**src/rtl/tow_rope_ctrl_if.sv**
```systemverilog
// rtl/tow_rope_ctrl_if.sv - referee/player pulses in, rope display and scores out
interface tow_rope_ctrl_if #(
    parameter int NUM_LEDS = 9,
    parameter int SCORE_W  = 4
);
    logic                start;
    logic                left_pull;
    logic                right_pull;
    logic [NUM_LEDS-1:0] leds;
    logic                go_led;
    logic                winner_left;
    logic                winner_right;
    logic [SCORE_W-1:0]  left_score;
    logic [SCORE_W-1:0]  right_score;

    modport master (
        output start, left_pull, right_pull,
        input  leds, go_led, winner_left, winner_right, left_score, right_score
    );

    modport slave (
        input  start, left_pull, right_pull,
        output leds, go_led, winner_left, winner_right, left_score, right_score
    );
endinterface

```
**src/rtl/tow_rope_ctrl.sv**
```systemverilog
// rtl/tow_rope_ctrl.sv - tug-of-war referee FSM, rope marker and saturating round scores
module tow_rope_ctrl #(
    parameter int NUM_LEDS = 9,
    parameter int GO_DELAY = 16,
    parameter int SCORE_W  = 4
) (
    input  logic            clk,
    input  logic            rst,
    tow_rope_ctrl_if.slave  rope
);
    localparam int POS_W = $clog2(NUM_LEDS);
    localparam int CNT_W = $clog2(GO_DELAY + 1);

    localparam logic [POS_W-1:0]   POS_C     = POS_W'((NUM_LEDS - 1) / 2);
    localparam logic [POS_W-1:0]   POS_L     = POS_W'(NUM_LEDS - 1);
    localparam logic [POS_W-1:0]   POS_R     = '0;
    localparam logic [CNT_W-1:0]   CNT_GO    = CNT_W'(GO_DELAY - 1);
    localparam logic [SCORE_W-1:0] SCORE_MAX = '1;

    typedef enum logic [2:0] {
        S_IDLE,
        S_WAIT,
        S_PLAY,
        S_WIN_L,
        S_WIN_R
    } state_t;

    state_t              state, state_n;
    logic [POS_W-1:0]    pos, pos_n;
    logic [CNT_W-1:0]    cnt, cnt_n;
    logic [SCORE_W-1:0]  ls, ls_n;
    logic [SCORE_W-1:0]  rs, rs_n;
    logic [NUM_LEDS-1:0] leds_q;
    logic                step_up, step_dn, win_chk;

    always_comb begin
        state_n = state;
        pos_n   = pos;
        cnt_n   = cnt;
        ls_n    = ls;
        rs_n    = rs;
        step_up = 1'b0;
        step_dn = 1'b0;
        win_chk = 1'b0;

        case (state)
            S_IDLE: begin
                if (rope.start) begin
                    state_n = S_WAIT;
                    pos_n   = POS_C;
                    cnt_n   = '0;
                end
            end
            S_WAIT: begin
                // Early pulls are fouls: the marker moves against the offending player.
                cnt_n   = cnt + 1'b1;
                win_chk = 1'b1;
                step_dn = rope.left_pull & ~rope.right_pull;
                step_up = rope.right_pull & ~rope.left_pull;
                if (cnt == CNT_GO) state_n = S_PLAY;
            end
            S_PLAY: begin
                win_chk = 1'b1;
                step_up = rope.left_pull & ~rope.right_pull;
                step_dn = rope.right_pull & ~rope.left_pull;
            end
            S_WIN_L, S_WIN_R: begin
                if (rope.start) begin
                    state_n = S_WAIT;
                    pos_n   = POS_C;
                    cnt_n   = '0;
                end
            end
            default: state_n = S_IDLE;
        endcase

        if (step_up && pos != POS_L) pos_n = pos + 1'b1;
        if (step_dn && pos != POS_R) pos_n = pos - 1'b1;

        // Reaching an end overrides the countdown expiring in the same cycle.
        if (win_chk) begin
            if (pos_n == POS_L) begin
                state_n = S_WIN_L;
                if (ls != SCORE_MAX) ls_n = ls + 1'b1;
            end else if (pos_n == POS_R) begin
                state_n = S_WIN_R;
                if (rs != SCORE_MAX) rs_n = rs + 1'b1;
            end
        end
    end

    always_ff @(posedge clk or posedge rst) begin
        if (rst) begin
            state  <= S_IDLE;
            pos    <= POS_C;
            cnt    <= '0;
            ls     <= '0;
            rs     <= '0;
            leds_q <= NUM_LEDS'(1) << POS_C;
        end else begin
            state  <= state_n;
            pos    <= pos_n;
            cnt    <= cnt_n;
            ls     <= ls_n;
            rs     <= rs_n;
            leds_q <= NUM_LEDS'(1) << pos_n;
        end
    end

    assign rope.leds         = leds_q;
    assign rope.go_led       = (state == S_PLAY);
    assign rope.winner_left  = (state == S_WIN_L);
    assign rope.winner_right = (state == S_WIN_R);
    assign rope.left_score   = ls;
    assign rope.right_score  = rs;
endmodule

```
**src/flat_wrapper.sv**
```systemverilog
// flat-port wrapper written by rule: the top's interface ports become plain ports
module tow_rope_ctrl_flat 
#(
    parameter int NUM_LEDS = 9,
    parameter int GO_DELAY = 16,
    parameter int SCORE_W  = 4
)
  (clk, rst, rope_start, rope_left_pull, rope_right_pull, rope_leds, rope_go_led, rope_winner_left, rope_winner_right, rope_left_score, rope_right_score);
  tow_rope_ctrl_if #(.NUM_LEDS(NUM_LEDS), .SCORE_W(SCORE_W)) rope_i ();
  input  logic clk;
  input  logic rst;
  input wire logic [$bits(rope_i.start)-1:0] rope_start;
  input wire logic [$bits(rope_i.left_pull)-1:0] rope_left_pull;
  input wire logic [$bits(rope_i.right_pull)-1:0] rope_right_pull;
  output wire logic [$bits(rope_i.leds)-1:0] rope_leds;
  output wire logic [$bits(rope_i.go_led)-1:0] rope_go_led;
  output wire logic [$bits(rope_i.winner_left)-1:0] rope_winner_left;
  output wire logic [$bits(rope_i.winner_right)-1:0] rope_winner_right;
  output wire logic [$bits(rope_i.left_score)-1:0] rope_left_score;
  output wire logic [$bits(rope_i.right_score)-1:0] rope_right_score;
  assign rope_i.start = rope_start;
  assign rope_i.left_pull = rope_left_pull;
  assign rope_i.right_pull = rope_right_pull;
  assign rope_leds = rope_i.leds;
  assign rope_go_led = rope_i.go_led;
  assign rope_winner_left = rope_i.winner_left;
  assign rope_winner_right = rope_i.winner_right;
  assign rope_left_score = rope_i.left_score;
  assign rope_right_score = rope_i.right_score;
  tow_rope_ctrl #(.NUM_LEDS(NUM_LEDS), .GO_DELAY(GO_DELAY), .SCORE_W(SCORE_W)) u_core (.clk(clk), .rst(rst), .rope(rope_i));
endmodule
```
**config.mk**
```make
export PLATFORM = sky130hd
export DESIGN_NAME = tow_rope_ctrl_flat
export DESIGN_NICKNAME = d
export VERILOG_FILES = /design/src/rtl/tow_rope_ctrl_if.sv /design/src/rtl/tow_rope_ctrl.sv /design/src/flat_wrapper.sv
export SDC_FILE = /design/constraint.sdc
export NUM_CORES = 1
export LEC_CHECK = 0
export ABC_AREA = 1
export BUFFER_PORTS_ARGS = -buffer_cell sky130_fd_sc_hd__buf_2
export CAP_MARGIN = 0
export CORE_MARGIN = 5
export CORE_UTILIZATION = 56
export DETAILED_ROUTE_END_ITERATION = 7
export GPL_TIMING_DRIVEN = 0
export PLACE_DENSITY = 0.87
export SYNTH_ARGS = -nofsm -noshare
export SYNTH_HDL_FRONTEND = slang
export SYNTH_SLANG_ARGS = --single-unit
```
**constraint.sdc**
```tcl
create_clock -name clk -period 2.3 [get_ports clk]
set_input_delay 0.345 -clock clk [delete_from_list [all_inputs] [get_ports clk]]
set_output_delay 0.345 -clock clk [all_outputs]
set_load 0.01 [all_outputs]
```
==> key figures <==
Power
  • PD cells: between 1000 and 1500 mW/mm^2
  • Leakage: approximately 1.1 nW
  • Maximum VDD drop: 0.652 mV

Hold path
  • HP Class: in2async

Synthesis
  • Library cell with the highest instance count after synthesis: nand2_1
  • Number of enable flip-flop cells after synthesis: 0
  • Post-Syn Instances: a little over 200
  • Sequential share of the synthesized area: 0.426
  • Main flop type after synthesis: dfrtp_1
  • Yosys Warn Count: 0
  • Post-synthesis cell area: 0.00171 mm^2
  • Fraction of synthesized cell area taken by the top area cell type: 0.395
  • Yosys reg bits: 29
  • Distinct cells, synth: 30
  • Share of synthesized registers carrying an async set or reset: 1.00
  • Avg Synthesized Cell Area: approximately 8.4 um^2
  • Synth top cells by count: 42 x nand2_1, 27 x dfrtp_1, 20 x inv_1, 19 x nor2_1, 18 x nand3_1
  • Post-synthesis cell type with the largest combined area: dfrtp_1
  • Nets in the synthesized netlist: 215
  • Leading cell types by total area after synthesis: dfrtp_1 40%, nand2_1 9.2%, nand3_1 5.3%

Global route
  • GR Util All Layers: 0.188
  • Total grt overflow: 0
  • Number of global-route vias before repair: 1430
  • First-pass GRT wire length: 6220 um
  • Initial antenna violation count: 0
  • Maximum number of pins on one net before global-route repair: 30

Floorplanning
  • Die outline width: 65.3 um
  • Std-Cell Core Area: 0.00300 mm^2
  • Initial standard-cell utilization of the core: 0.570
  • Standard-cell row count: 20
  • Floorplan die height: 65.3 um
  • Number of primary I/O pins: 25
  • Die ar.: ~0.0043 mm^2

Clock tree
  • Resized Gates After CTS: 0
  • CTS root buffer: clkbuf_4
  • Number of buffers inserted by hold repair at cts: 0
  • Later-pin clock latency in the skew report: 340 ps
  • Clock tree from TritonCTS: done
  • Buffer count from post-CTS setup fixing: 0
  • Worst-case clock buffer depth: 2
  • CTS clock-pin slew for the worst setup and hold paths: 100 ps
  • Depth of the CTS H-tree: 2
  • Number of sinks handled by clock tree synthesis: 29
  • Total clock buffers created by CTS: 5

Drt
  • Post-route DRC: 0
  • Initial DRT Pass Iterations: 4
  • Detailed-route wire length: around 3400 um
  • DR vias/cell: ~5.3
  • Initial DRC Count: 44
  • Remaining antenna violation count after routing: 0
  • Average wire per standard cell: between 10 and 15 um
  • Vias: ~1400

Final layout
  • Final-stage net count: 246
  • Synth-to-layout area growth: 13.5%
  • Final non-filler cell total: around 270
  • N_diodes: 0
  • Share of post-route cells with drive strength above 1: 0.294

Flow run
  • Number of maximum-capacitance constraint violations: 0

Setup path
  • Master of the slowest instance on the critical path: dfrtp_1
  • Largest incremental delay on the critical path: approximately 450 ps
  • Critical path launch point type: register
  • Required time of the worst setup path: 2520 ps
  • Endpoint type of the worst setup path: register
  • CP Cell Sequence: inv_1 > ha_1 > nand3_1 > nand2_2 > nand2_1 > nand3_2 > nand2_2 > nor2_4 > nand4_2 > nand2_1 > nand2_1
  • Most repeated library cell on the critical path: nand2_1
  • Largest fanout on the critical path: 6
  • Data arrival at the endpoint of the critical path: 2250 ps
  • Category of the critical setup timing path: reg2reg

Timing
  • Worst Max-Slew Pin Slew: 1070 ps
  • RSZ-0062 raised after global routing: false
  • Slew Limit Fails: 0
  • Final critical-path required period: 2030 ps
  • Count of final hold-check violations: 0
  • Fin crit share: 0.884
  • Sum Neg Setup Slack: 0 ps
  • Clk_skew: 12.7 ps
  • Final Setup Violations: 0
  • Max Clk Rate: 0.492 GHz
  • Worst rel slew slack: 0.289

Place
  • Number of I/O port buffers: 24
  • Half-perimeter wire length after placement: approximately 2600 um
  • Weighted congestion reported at the end of routability-driven placement: 0.869
  • Post-placement cell count: 260

Outcome
  • Result of the run: complete, no violations
-- power by group --
part / switching [W] / internal, W
Combinational: 0.000995 / 0.000525
Clock: 0.000179 / 0.000177
Sequential: 0.000178 / 0.000717
Total: 0.00135 / 0.00142
-- per-stage QoR --
step	power, W	hold slack [ps]	worst slack (ps)	utilization	instance area, um^2
2_1_floorplan	0.00206	422	579	-	1710
3_3_place_gp	0.00236	508	351	0.623	1870
3_5_place_dp	0.00242	515	302	0.623	1870
4_1_cts	0.00279	276	287	0.647	1940
5_1_grt	0.00305	346	96.9	0.647	1940
6_report	0.00277	255	266	0.647	1940
-- kinds of logic (layout without fill, tap and decap cells) --
kind of cell             Yosys count  count (layout)  share of synthesized area
buffers and inverters             28              60                     0.0629
multiplexers                       1               1                    0.00585
XOR/XNOR                           7               7                     0.0358
adder cells (fa/ha/maj)            7               7                     0.0512
AO/OA/AOI/OAI                     14              14                     0.0475
flip-flops                        29              29                      0.426
AND/OR/NAND/NOR                  117             117                      0.371
-- routing by layer --
metal	global-route usage	share of wire
met1	0.238	0.47
met3	0.0462	0.040
met4	0.0881	0.016
met5	0	0
met2	0.301	0.48
-- worst paths after layout --
check / from / to / slack [ps] / depth (start not counted)
max: u_core.pos[0]$_DFF_PP0_ / u_core.rope.left_score[1]$_DFFE_PP0P_ / 270 / 11
min: rst / u_core.rope.left_score[2]$_DFFE_PP0P_ / 260 / 2
max reg2reg: u_core.pos[0]$_DFF_PP0_ / u_core.rope.left_score[1]$_DFFE_PP0P_ / 270 / 11
min reg2reg: u_core.cnt[0]$_DFFE_PP0P_ / u_core.cnt[0]$_DFFE_PP0P_ / 530 / 1
max in group asynchronous: rst / u_core.rope.right_score[1]$_DFFE_PP0P_ / 1390 / 2
min in group clk: rope_start / u_core.state[2]$_DFF_PP0_ / 350 / 4
-- registers in the layout, summed over array words and instances, names as in the netlist --
name	count
u_core.rope.leds	9
u_core.cnt	5
u_core.pos	4
u_core.rope.left_score	4
u_core.rope.right_score	4
u_core.state	3
-- worst max-delay path, delay by kind of cell (launching register included) --
family	cells	cell delay, ps
adders and majority gates	1	190
buffers and inverters	1	150
DFF	1	450
and+or+nand+nor	9	1140
-- layout make-up --
class,instances,area (um^2)
tap,33,41.3
fill,260,1060
sequential,29,728
timing repair buffer,24,120
clock inverter,1,5.00
clock buffer,7,65.1
buffer,2,10.0
multi-input combinational,146,875
inverter,26,97.6
-- cell usage in the layout (no fill, tap or decap), types with 3 or more instances in the layout --
cell      netlist  final
nand2_1        42     42
dfrtp_1        27     27
buf_2           1     25
inv_1          20     20
nor2_1         19     19
nand3_1        18     18
nand2_2        13     13
nand4_1        10     10
ha_1            7      7
inv_2           6      6
nor2_4          6      6
a21oi_1         5      5
clkbuf_4        0      5
xor2_1          4      4
xnor2_1         3      3
o21ai_1         3      3
Power figures use the tool's default switching activity.
